### config.mk
export PLATFORM = sky130hd
export DESIGN_NAME = gtxe2_chnl_tx_oob
export DESIGN_NICKNAME = d
export VERILOG_FILES = /design/src/rtl/gtxe2_oob_pkg.sv /design/src/rtl/gtxe2_chnl_tx_oob_line.sv /design/src/rtl/gtxe2_chnl_tx_oob.sv
export SDC_FILE = /design/constraint.sdc
export NUM_CORES = 1
export LEC_CHECK = 0
export CAP_MARGIN = 20
export CORE_MARGIN = 2
export CORE_UTILIZATION = 45
export CTS_BUF_LIST = sky130_fd_sc_hd__clkbuf_16
export CTS_CLUSTER_DIAMETER = 60
export DETAILED_ROUTE_END_ITERATION = 10
export DONT_BUFFER_PORTS = 1
export GPL_ROUTABILITY_DRIVEN = 0
export HOLD_SLACK_MARGIN = 0.05
export SYNTH_ARGS = -nofsm -noshare
export SYNTH_HDL_FRONTEND = slang
export SYNTH_SLANG_ARGS = --single-unit
### constraint.sdc
create_clock -name clk -period 1.9 [get_ports clk]
set_input_delay 0.38 -clock clk [delete_from_list [all_inputs] [get_ports clk]]
set_output_delay 0.38 -clock clk [all_outputs]
set_load 0.03 [all_outputs]
### src/rtl/gtxe2_oob_pkg.sv
// Shared OOB definitions for the GTXE2 channel TX generator and RX detector.
// Window limits live here so both ends of the link agree on legal timing.
package gtxe2_oob_pkg;

  typedef enum logic [1:0] {StReady, StBurst, StGap, StFinish} oob_state_e;

  typedef enum logic [1:0] {LineIdle, LineBurst, LineData} line_mode_e;

  localparam int unsigned DefBurstLen   = 240;
  localparam int unsigned DefWakeGapLen = 240;
  localparam int unsigned DefInitGapLen = 720;
  localparam int unsigned DefBurstsNum  = 6;

  localparam int unsigned BurstWinMin = 150;
  localparam int unsigned BurstWinMax = 340;
  localparam int unsigned InitWinMin  = 450;
  localparam int unsigned InitWinMax  = 990;

  localparam int unsigned SataBurstVal = 4;

  function automatic bit in_window(int unsigned v, int unsigned lo, int unsigned hi);
    return (v >= lo) && (v <= hi);
  endfunction

endpackage

### src/rtl/gtxe2_chnl_tx_oob_line.sv
// Registered TXP/TXN line encoder: idle, alternating burst pattern, or serial data.
module gtxe2_chnl_tx_oob_line
  import gtxe2_oob_pkg::*;
(
  input  logic       clk,
  input  logic       reset,
  input  line_mode_e mode,
  input  logic       txdata,
  output logic       txp,
  output logic       txn
);

  // Holds the last burst value; cleared outside bursts so each burst starts at 1.
  logic tog_q;

  always_ff @(posedge clk) begin
    if (reset) begin
      txp   <= 1'b0;
      txn   <= 1'b0;
      tog_q <= 1'b0;
    end else begin
      case (mode)
        LineBurst: begin
          txp   <= ~tog_q;
          txn   <= tog_q;
          tog_q <= ~tog_q;
        end
        LineData: begin
          txp   <= txdata;
          txn   <= ~txdata;
          tog_q <= 1'b0;
        end
        default: begin
          txp   <= 1'b0;
          txn   <= 1'b0;
          tog_q <= 1'b0;
        end
      endcase
    end
  end

endmodule

### src/rtl/gtxe2_chnl_tx_oob.sv
// GTXE2 TX OOB generator: emits COMINIT/COMWAKE burst/gap sequences, otherwise
// passes serial data or holds electrical idle.
module gtxe2_chnl_tx_oob
  import gtxe2_oob_pkg::*;
#(
  parameter int unsigned burst_len    = DefBurstLen,
  parameter int unsigned wake_gap_len = DefWakeGapLen,
  parameter int unsigned init_gap_len = DefInitGapLen,
  parameter int unsigned bursts_num   = DefBurstsNum
) (
  input  logic clk,
  input  logic reset,
  input  logic TXCOMINIT,
  input  logic TXCOMWAKE,
  input  logic TXELECIDLE,
  input  logic txdata,
  output logic TXP,
  output logic TXN,
  output logic TXCOMFINISH,
  output logic oob_busy
);

  if (!in_window(burst_len, BurstWinMin, BurstWinMax) ||
      !in_window(wake_gap_len, BurstWinMin, BurstWinMax)) begin : g_bad_wake_timing
    $error("burst_len/wake_gap_len outside detector window");
  end
  if (!in_window(init_gap_len, InitWinMin, InitWinMax)) begin : g_bad_init_timing
    $error("init_gap_len outside detector window");
  end
  if (bursts_num < SataBurstVal || bursts_num >= 16) begin : g_bad_bursts_num
    $error("bursts_num must be in SataBurstVal..15");
  end

  localparam logic [15:0] BurstLast   = 16'(burst_len - 1);
  localparam logic [15:0] WakeGapLast = 16'(wake_gap_len - 1);
  localparam logic [15:0] InitGapLast = 16'(init_gap_len - 1);
  localparam logic [3:0]  BurstsNum   = 4'(bursts_num);

  oob_state_e  state_q;
  logic [15:0] len_cnt_q;
  logic [3:0]  burst_cnt_q;
  logic        is_init_q;
  logic [15:0] gap_last;
  line_mode_e  line_mode;

  assign gap_last = is_init_q ? InitGapLast : WakeGapLast;

  // The line register adds one cycle, keeping the line aligned with TXCOMFINISH.
  always_comb begin
    line_mode = LineIdle;
    case (state_q)
      StReady: line_mode = TXELECIDLE ? LineIdle : LineData;
      StBurst: line_mode = LineBurst;
      default: line_mode = LineIdle;
    endcase
  end

  always_ff @(posedge clk) begin
    if (reset) begin
      state_q     <= StReady;
      len_cnt_q   <= '0;
      burst_cnt_q <= '0;
      is_init_q   <= 1'b0;
      TXCOMFINISH <= 1'b0;
      oob_busy    <= 1'b0;
    end else begin
      TXCOMFINISH <= 1'b0;
      case (state_q)
        StReady: begin
          oob_busy <= 1'b0;
          if (TXCOMINIT || TXCOMWAKE) begin
            is_init_q   <= TXCOMINIT;
            burst_cnt_q <= '0;
            len_cnt_q   <= '0;
            state_q     <= StBurst;
            oob_busy    <= 1'b1;
          end
        end
        StBurst: begin
          if (len_cnt_q == BurstLast) begin
            len_cnt_q   <= '0;
            burst_cnt_q <= burst_cnt_q + 4'd1;
            state_q     <= StGap;
          end else begin
            len_cnt_q <= len_cnt_q + 16'd1;
          end
        end
        StGap: begin
          if (len_cnt_q == gap_last) begin
            len_cnt_q <= '0;
            state_q   <= (burst_cnt_q == BurstsNum) ? StFinish : StBurst;
          end else begin
            len_cnt_q <= len_cnt_q + 16'd1;
          end
        end
        StFinish: begin
          TXCOMFINISH <= 1'b1;
          state_q     <= StReady;
        end
        default: state_q <= StReady;
      endcase
    end
  end

  gtxe2_chnl_tx_oob_line u_line (
    .clk    (clk),
    .reset  (reset),
    .mode   (line_mode),
    .txdata (txdata),
    .txp    (TXP),
    .txn    (TXN)
  );

endmodule

# Word level (Yosys, flattened, before mapping)
# Cells that the tools add are included.
# totals
input_bits	6
wordCells	53
n_memories	0
ram_bits	0
latchBits	0
reg_bits	28
rom_bits	0
# op_classes
n_div	0
n_reduce_logical	9
bitwise	3
add_sub_neg	2
n_shift	0
magnitude_cmp	0
mul	0
mux	19
eq_ne	11
# op_table
cell	n
$mux 16	3
$pmux 16 s3	1
$add 16x1->16 const B	1
$eq 16x10->1	1
$eq 16x8->1 const B	1
$mux 10	1
$mux 2	5
$mux 4	2
$pmux 2 s4	1
$pmux 4 s2	1
$eq 2x2->1 const B	3
$ne 2x2->1 const B	3
$reduce_and 3->1	2
$add 4x1->4 const B	1
$eq 2x1->1 const B	2
$eq 4x3->1 const B	1
$pmux 1 s2	2
$pmux 2 s2	1
$reduce_and 2->1	2
$not 1->1	3
$reduce_bool 3->1	1
$logic_not 2->1	1
$mux 1	2
$reduce_bool 2->1	1
other kinds (2)	2

# Depth between registers and ports, before layout
# Gate-level depths: netlist (run 1).
# logic_depth
ltp_word	5
mapped_depth	9
mapped_depth_nobuf	8

# Cells and area by module
# A second synthesis (run 1) with hierarchy kept.
# hier_totals
hier_cells	186
area_unflattened_um2	1619.1
# by_module_without_submodules
module	n_inst	area_per_inst_um2	cells_each	seq_area_each_um2
gtxe2_chnl_tx_oob	1	1475.2	172	500.5
gtxe2_chnl_tx_oob_line	1	143.9	14	60.1

# Worst setup path before layout (run 1)
# Ideal clock, no wire load.
# synth_timing
path_type	register -> register
from	register state_q[0]
to	register len_cnt_q[7]
period_less_slack_ps	2080
arrival_time_ps	2010
path_slack_ps	-180
n_path_buf	1
path_stages_with_launch	10
setup_ps	70
cell_sequence	dfxtp_1 inv_1 ha_1 nor3b_4 or2_1 buf_6 or3_4 nor3b_2 o21ai_1 a21oi_1
# synth_via
elab_chain_len	3
elab_cells_between_ends	7
# synth_rtl
element	line_no	text
start, declared	gtxe2_chnl_tx_oob.sv:39	oob_state_e state_q;
start signal, assigned	gtxe2_chnl_tx_oob.sv:60	state_q <= StReady;
start signal, assigned	gtxe2_chnl_tx_oob.sv:75	state_q <= StBurst;
start signal, assigned	gtxe2_chnl_tx_oob.sv:83	state_q <= StGap;
$eq 2x2->1, or another cell as far along	gtxe2_chnl_tx_oob.sv:68	case (state_q)
$reduce_bool 3->1 (no line) / $ne 2x2->1 (equally long branches)	--	
$reduce_and 2->1 (no line)	--	
end signal, assigned	gtxe2_chnl_tx_oob.sv:85	len_cnt_q <= len_cnt_q + 16'd1;
end signal, assigned	gtxe2_chnl_tx_oob.sv:93	len_cnt_q <= len_cnt_q + 16'd1;
end, declared	gtxe2_chnl_tx_oob.sv:40	logic [15:0] len_cnt_q;
# Parallel ways exist; a longest one is shown, timed or not.
# A chain may end at the register's enable or synchronous reset.

# Worst setup path in the final report (run 1)
# layout_timing
from	register state_q[1]
to	register len_cnt_q[7]
# Same word-level chain as after synthesis.

==> results of run 1 <==
[layer usage]
layer,wire [um],GRT usage,vias to the layer above
met5,0,0,-
met4,65,0.03951,0
met3,161,0.04202,8
met2,1747,0.3207,30
met1,1615,0.2717,603
li1,-,-,640
[repair_timing]
action,CTS,global route
hold buffers,0,0
endpoints found under the hold margin,0,0
gates resized for setup,0,15
pin swaps,3,10
setup endpoints to repair,5,16
buffers inserted,1,7
[where the power goes]
group | internal (mW) | switching, mW | total [mW]
Sequential | 0.665 | 0.0991 | 0.764
Clock | 0.282 | 0.189 | 0.471
Combinational | 0.481 | 0.519 | 1.00
Total | 1.43 | 0.807 | 2.23
[registers in the layout, summed over array words and instances, names as in the netlist]
| name | flops |
|---|---|
| is_init_q | 1 |
| state_q | 2 |
| u_line.txn | 1 |
| burst_cnt_q | 4 |
| u_line.txp | 1 |
| TXCOMFINISH | 1 |
| len_cnt_q | 16 |
| u_line.tog_q | 1 |
| oob_busy | 1 |
[cell type report]
class                           count  area (um2)
Timing Repair Buffer               29       217.7
Inverter                            7       33.78
Sequential cell                    28       569.3
Clock buffer                        3       75.07
Multi-Input combinational cell    125       949.7
Clock inverter                      1       3.754
Tap cell                           44       55.05
Fill cell                         283        1199
[per-stage QoR]
step,utilization,hold WS (ps)
after floorplan,-,409.6
after global placement,0.5440,420.2
after detailed placement,0.5440,431.0
after CTS,0.5718,169.0
after global routing,0.6137,168.5
final,0.6137,174.5
[cell families after synthesis]
family,Yosys count,synth area share
mux,1,0.007601
fa+ha+maj,9,0.07601
xor+xnor,12,0.07095
buf+inv,11,0.03378
flops,28,0.3784
simple gates,77,0.2948
compound gates,26,0.1385
[synth_stat cells (2+ instances only)]
cell type and n:
sky130_fd_sc_hd__dfxtp_1 28, sky130_fd_sc_hd__nor2_1 24, sky130_fd_sc_hd__ha_1 9, sky130_fd_sc_hd__nand2_1 9
sky130_fd_sc_hd__nand3_1 8, sky130_fd_sc_hd__a21oi_1 7, sky130_fd_sc_hd__inv_1 7, sky130_fd_sc_hd__xor2_1 7
sky130_fd_sc_hd__nand4_1 6, sky130_fd_sc_hd__nor3_1 5, sky130_fd_sc_hd__xnor2_1 5, sky130_fd_sc_hd__a31oi_1 3
sky130_fd_sc_hd__and3_1 3, sky130_fd_sc_hd__nand2b_1 3, sky130_fd_sc_hd__nor3b_1 3, sky130_fd_sc_hd__a21o_1 2
sky130_fd_sc_hd__nor2b_1 2, sky130_fd_sc_hd__nor3b_2 2, sky130_fd_sc_hd__nor4_1 2, sky130_fd_sc_hd__o21ai_1 2
sky130_fd_sc_hd__o21bai_1 2
[final timing paths]
| kind | startpoint | end | cells past startpoint |
|---|---|---|---|
| min | reset | state_q[1] | 1 |
| max reg2reg | state_q[1] | len_cnt_q[7] | 8 |
| max | state_q[1] | len_cnt_q[7] | 8 |
| min reg2reg | u_line.tog_q | u_line.tog_q | 1 |
[cells in the final DEF, fill, tap and decap left out, types with 2 or more instances in the layout]
cell / Yosys / final
sky130_fd_sc_hd__dfxtp_1: 28 / 25
sky130_fd_sc_hd__dfxtp_4: 0 / 2
sky130_fd_sc_hd__a31oi_1: 3 / 3
sky130_fd_sc_hd__a21o_1: 2 / 2
sky130_fd_sc_hd__inv_1: 7 / 6
sky130_fd_sc_hd__nand4_1: 6 / 6
sky130_fd_sc_hd__nor2_1: 24 / 24
sky130_fd_sc_hd__clkbuf_16: 0 / 3
sky130_fd_sc_hd__nand2_1: 9 / 9
sky130_fd_sc_hd__nand3_1: 8 / 8
sky130_fd_sc_hd__nor3b_2: 2 / 2
sky130_fd_sc_hd__o21ai_1: 2 / 2
sky130_fd_sc_hd__o21bai_1: 2 / 2
sky130_fd_sc_hd__nor3b_1: 3 / 3
sky130_fd_sc_hd__a21oi_1: 7 / 6
sky130_fd_sc_hd__and3_1: 3 / 2
sky130_fd_sc_hd__nor3_1: 5 / 4
sky130_fd_sc_hd__xor2_1: 7 / 7
sky130_fd_sc_hd__buf_4: 0 / 29
sky130_fd_sc_hd__nand2b_1: 3 / 3
sky130_fd_sc_hd__nor2b_1: 2 / 2
sky130_fd_sc_hd__nor4_2: 1 / 2
sky130_fd_sc_hd__xnor2_1: 5 / 5
sky130_fd_sc_hd__ha_1: 9 / 7
sky130_fd_sc_hd__ha_4: 0 / 2
==> impl_results.md, run 1 <==
* Instance area after placement at 0.001688 mm2
* Summed negative setup slack over all endpoints at 0 ps
* CTS Sinks at 28
* Hold Path Class: in2reg
* Cells along the critical path: inv_6 -> ha_4 -> nor3b_4 -> or2_1 -> or3_4 -> nor3b_2 -> o21ai_1 -> a21oi_1
* Commonest register cell after synthesis: sky130_fd_sc_hd__dfxtp_1
* Share of final-layout standard cells stronger than drive strength 1 at 0.2850
* Number of enable-type register cells in the synthesized netlist at 0
* Routed wire length at 3590 um
* CTS Buf Count at 3
* Initial antenna violation count at 0
* Register-to-Register Setup Slack at 20 ps
* Placed cell count at roughly 230
* Peak clock frequency supported by timing at between 0.5 and 0.6 GHz
* Dominant cells by area after synthesis: sky130_fd_sc_hd__dfxtp_1, sky130_fd_sc_hd__ha_1, sky130_fd_sc_hd__nor2_1, sky130_fd_sc_hd__xor2_1, sky130_fd_sc_hd__xnor2_1
* GRT overflow at 0
* Result of the run: finished clean
* Post-detailed-route count of antenna-violating nets at 0
* Total count of hold-check failures in the final report at 0
* Final Cycle Share at 0.9921
* Library cell with the largest summed area after synthesis: sky130_fd_sc_hd__dfxtp_1
* Maximum number of pins on one net before global-route repair at 18
* Number of global-route vias before repair at 1216
* Aggregate global-route resource usage at 0.1969
* Detail-routed via count per cell at 5.405
* Setup Slack @ Placement at -34.94 ps
* Startpoint class of the critical path: flip-flop
* Number of antenna diodes at 0
* Arrival time of the worst setup path at 2070 ps
* CTS tree: built
* Routed wire length per instance at roughly 15 um
* Yosys warning count at 0
* Total power at between 2 and 2.5 mW
* First-pass GRT wire length at 5513 um
* Async S/R FF share, synth at 0
* Highest-delay cell along the critical path: sky130_fd_sc_hd__or3_4
* Number of register bits inferred by synthesis at 28
* Clk_skew at between 6 and 7 ps
* Length of the first detailed-routing pass in iterations at 4
* Syn_area_per_cell at 9.033 um2
* Final net count at 209
* H-tree Lvls at 1
* Transition time at the pin with the least slew margin at about 330 ps
* Area fraction of the dominant cell type after synthesis at 0.3784
* Clk slew on worst S/H paths at 70 ps
* Number of distinct library cells after synthesis at 46
* Worst supply voltage drop on vdd at about 680 uV
* Sequential-to-total area share from yosys stat at 0.3784
* Crit path time final at between 1500 and 2000 ps
* CTS max path bufs at 2
* Number of cells in the finished layout apart from fillers at 237
* Master cell of the clock root buffer: sky130_fd_sc_hd__clkbuf_16
* Pins Over Slew Limit at 0
* Unrepaired setup endpoints after global routing: true
* Kind of cell with the highest combined delay on the critical path: simple AND/OR/NAND/NOR gates
* Data required time at the worst endpoint at 2090 ps
* Post-synth net total at about 180
* Setup CP Type: reg2reg
* Clock latency at the later pin of the worst-skew pair at 260 ps
* Initial cell density of the core at 0.4774
* Floorplan die width at 61.38 um
* Die extent in y at approximately 61 um
* Cell area after layout at 0.001904 mm2
* Mapped Area at between 0.001 and 0.0015 mm2
* Number of DRC violations after detailed routing at 0
* Half-perimeter wire length after detailed placement at roughly 2400 um
* Iteration-0 DRC count of the detailed router at 86
* Final setup violation count at 0
* Syn-to-layout area delta at 28.55%
* Number of I/O pins at 10
* Critical-path maximum fanout at 4
* Slew Limit Headroom at 0.7789
* Min setup slack post-route at approximately 15 ps
* Cell area power density at between 1000 and 1500 mW/mm2
* Reported leakage power at between 0.7 and 0.8 nW
* Core Box Area at 0.003103 mm2
* Sort of element at the end of the critical path: flip-flop
* Instance count of the mapped netlist at 164
* Count of buffering cells on the critical path with inverters included at 1
* Area of the die at around 0.0038 mm2
* Reported max-cap violation count at 0
* Count of standard-cell rows at 20
* Via Count at 1281
* Input/output buffers at 0
* Critical path's largest stage delay at around 400 ps
Power figures use the tool's default switching activity.
==> run 2, diff against run 1 <==
--- a/config.mk
+++ b/config.mk
@@ -14,6 +14,7 @@
 export DONT_BUFFER_PORTS = 1
 export GPL_ROUTABILITY_DRIVEN = 0
 export HOLD_SLACK_MARGIN = 0.05
+export MAX_ROUTING_LAYER = met4
 export SYNTH_ARGS = -nofsm -noshare
 export SYNTH_HDL_FRONTEND = slang
 export SYNTH_SLANG_ARGS = --single-unit
==> impl_results.md, run 2 (synthesis results as in run 1) <==
* Result of the run: finished clean
* Setup Slack @ Placement at -34.94 ps
* Highest-delay cell along the critical path: sky130_fd_sc_hd__or3_4
* Reported leakage power at 0.7351 nW
* Clock latency at the later pin of the worst-skew pair at 260 ps
* Syn-to-layout area delta at 28.55%
* Clk network pwr share at 0.211
* End point of the critical path: len_cnt_q[7]
* Most common library cell in the layout ignoring fill and taps: sky130_fd_sc_hd__buf_4
* Aggregate global-route resource usage at 0.2035
* Core Box Area at a little over 0.003 mm2
* First-pass GRT wire length at 5526 um
* FF-to-FF path depth at 8
* Critical path's largest stage delay at roughly 400 ps
* H-tree Lvls at 1
* Arrival time of the worst setup path at 2070 ps
* Largest register FFs at 16
* Input/output buffers at 0
* Hold Path Class: in2reg
* Pins Over Slew Limit at 0
* CTS tree: built
* Transition time at the pin with the least slew margin at 333.0 ps
* Cells along the critical path: inv_6 -> ha_4 -> nor3b_4 -> or2_1 -> or3_4 -> nor3b_2 -> o21ai_1 -> a21oi_1
* Share of final-layout standard cells stronger than drive strength 1 at 0.2850
* Cell area power density at approximately 1200 mW/mm2
* Final Cycle Share at 0.9919
* Iteration-0 DRC count of the detailed router at 73
* Unrepaired setup endpoints after global routing: true
* Min setup slack post-route at roughly 15 ps
* Worst r2r dst: len_cnt_q[7]
* Setup CP Type: reg2reg
* Worst Hold Path Cells at 1
* Sw power at 0.8096 mW
* Die extent in y at 61.38 um
* Number of antenna diodes at 0
* Half-perimeter wire length after detailed placement at approximately 2400 um
* CTS max path bufs at 2
* Clk slew on worst S/H paths at 70 ps
* Routed wire length at between 3000 and 4000 um
* Area of the die at between 0.003 and 0.004 mm2
* Commonest cells after routing, fill and taps aside: sky130_fd_sc_hd__buf_4, sky130_fd_sc_hd__dfxtp_1, sky130_fd_sc_hd__nor2_1
* Reported max-cap violation count at 0
* Worst setup path startpoint: state_q[1]
* Detail-routed via count per cell at 5.418
* Total count of hold-check failures in the final report at 0
* Number of I/O pins at 10
* Cell internal power dissipation at 1.427 mW
* Final net count at 209
* Initial cell density of the core at 0.4774
* Top Registers: len_cnt_q x16, burst_cnt_q x4, state_q x2
* Via Count at 1284
* Share of total power in sequential cells at 0.342
* Final setup violation count at 0
* Clk_skew at 6.745 ps
* Slew Limit Headroom at 0.7776
* Number of global-route vias before repair at 1211
* Floorplan die width at 61.38 um
* Critical-path maximum fanout at 4
* Data required time at the worst endpoint at around 2100 ps
* GRT overflow at 0
* Peak clock frequency supported by timing at 0.5306 GHz
* Number of DRC violations after detailed routing at 0
* Maximum number of pins on one net before global-route repair at 18
* CTS Buf Count at 3
* Crit path time final at between 1500 and 2000 ps
* Register-to-Register Setup Slack at 20 ps
* Count of standard-cell rows at 20
* Routed wire length per instance at between 15 and 20 um
* Relative contribution of combinational cells to total power at 0.448
* Register bank with the most flops: len_cnt_q
* Initial antenna violation count at 0
* Total power at 2.237 mW
* Sort of element at the end of the critical path: flip-flop
* Startpoint class of the critical path: flip-flop
* Post-detailed-route count of antenna-violating nets at 0
* Kind of cell with the highest combined delay on the critical path: simple AND/OR/NAND/NOR gates
* Count of buffering cells on the critical path with inverters included at 1
* Hold Buf Count CTS at 0
* Startpoint of the worst-slack reg-to-reg timing path: state_q[1]
* CTS Sinks at 28
* Length of the first detailed-routing pass in iterations at 4
* Worst supply voltage drop on vdd at approximately 700 uV
* Critical path depth in cells at 8
* Master cell of the clock root buffer: sky130_fd_sc_hd__clkbuf_16
* Switching portion of total power at 0.3619
[run 2: cell counts in the layout (fill, tap and decap cells not counted)]
Identical to the previous run, type by type.
[run 2: metrics by stage]
stage	instances	hold WS, ps	area [um2]	TNS (ps)	utilization
6_report	237	173.7	1904	0	0.6137
5_1_grt	237	168.5	1904	-923.4	0.6137
4_1_cts	230	169.0	1774	0	0.5718
3_5_place_dp	225	431.0	1688	-67.26	0.5440
3_3_place_gp	225	420.2	1688	0	0.5440
2_1_floorplan	164	409.6	1499	0	-
[run 2: worst min-delay path by stage]
| stage | slack [ps] | start | to |
|---|---|---|---|
| 2_1_floorplan | 410 | u_line.tog_q | u_line.tog_q |
| 3_3_place_gp | 420 | u_line.tog_q | u_line.tog_q |
| 3_5_place_dp | 430 | u_line.tog_q | u_line.tog_q |
| 4_1_cts | 170 | reset | state_q[1] |
| 5_1_grt | 170 | reset | state_q[1] |
| 6_report | 170 | reset | state_q[1] |
[run 2: layout make-up]
type	instances	area, um2
Fill cell	283	1199
Multi-Input combinational cell	125	949.7
Sequential cell	28	569.3
Timing Repair Buffer	29	217.7
Clock buffer	3	75.07
Tap cell	44	55.05
Inverter	7	33.78
Clock inverter	1	3.754
[run 2: what timing repair did]
action	CTS	global route
setup buffers	1	7
endpoints found under the setup margin	5	16
gates resized for setup	0	15
pin swaps	3	10
[run 2: power groups by stage]
| stage | Sequential, mW | Combinational (mW) | Clock [mW] |
|---|---|---|---|
| floorplan | 0.764 | 0.558 | 0 |
| CTS | 0.761 | 0.815 | 0.482 |
| finish | 0.765 | 1.00 | 0.471 |
| detailed placement | 0.775 | 0.799 | 0 |
| global placement | 0.770 | 0.774 | 0 |
| global route | 0.774 | 1.08 | 0.510 |
[run 2: metal layers]
metal | wire length (um) | track usage | vias up | share of wire
met4 | 69 | 0.03951 | 0 | 0.019
met3 | 168 | 0.04202 | 8 | 0.047
li1 | - | - | 640 | -
met5 | 0 | - | - | 0
met2 | 1729 | 0.3207 | 28 | 0.48
met1 | 1634 | 0.2730 | 608 | 0.45
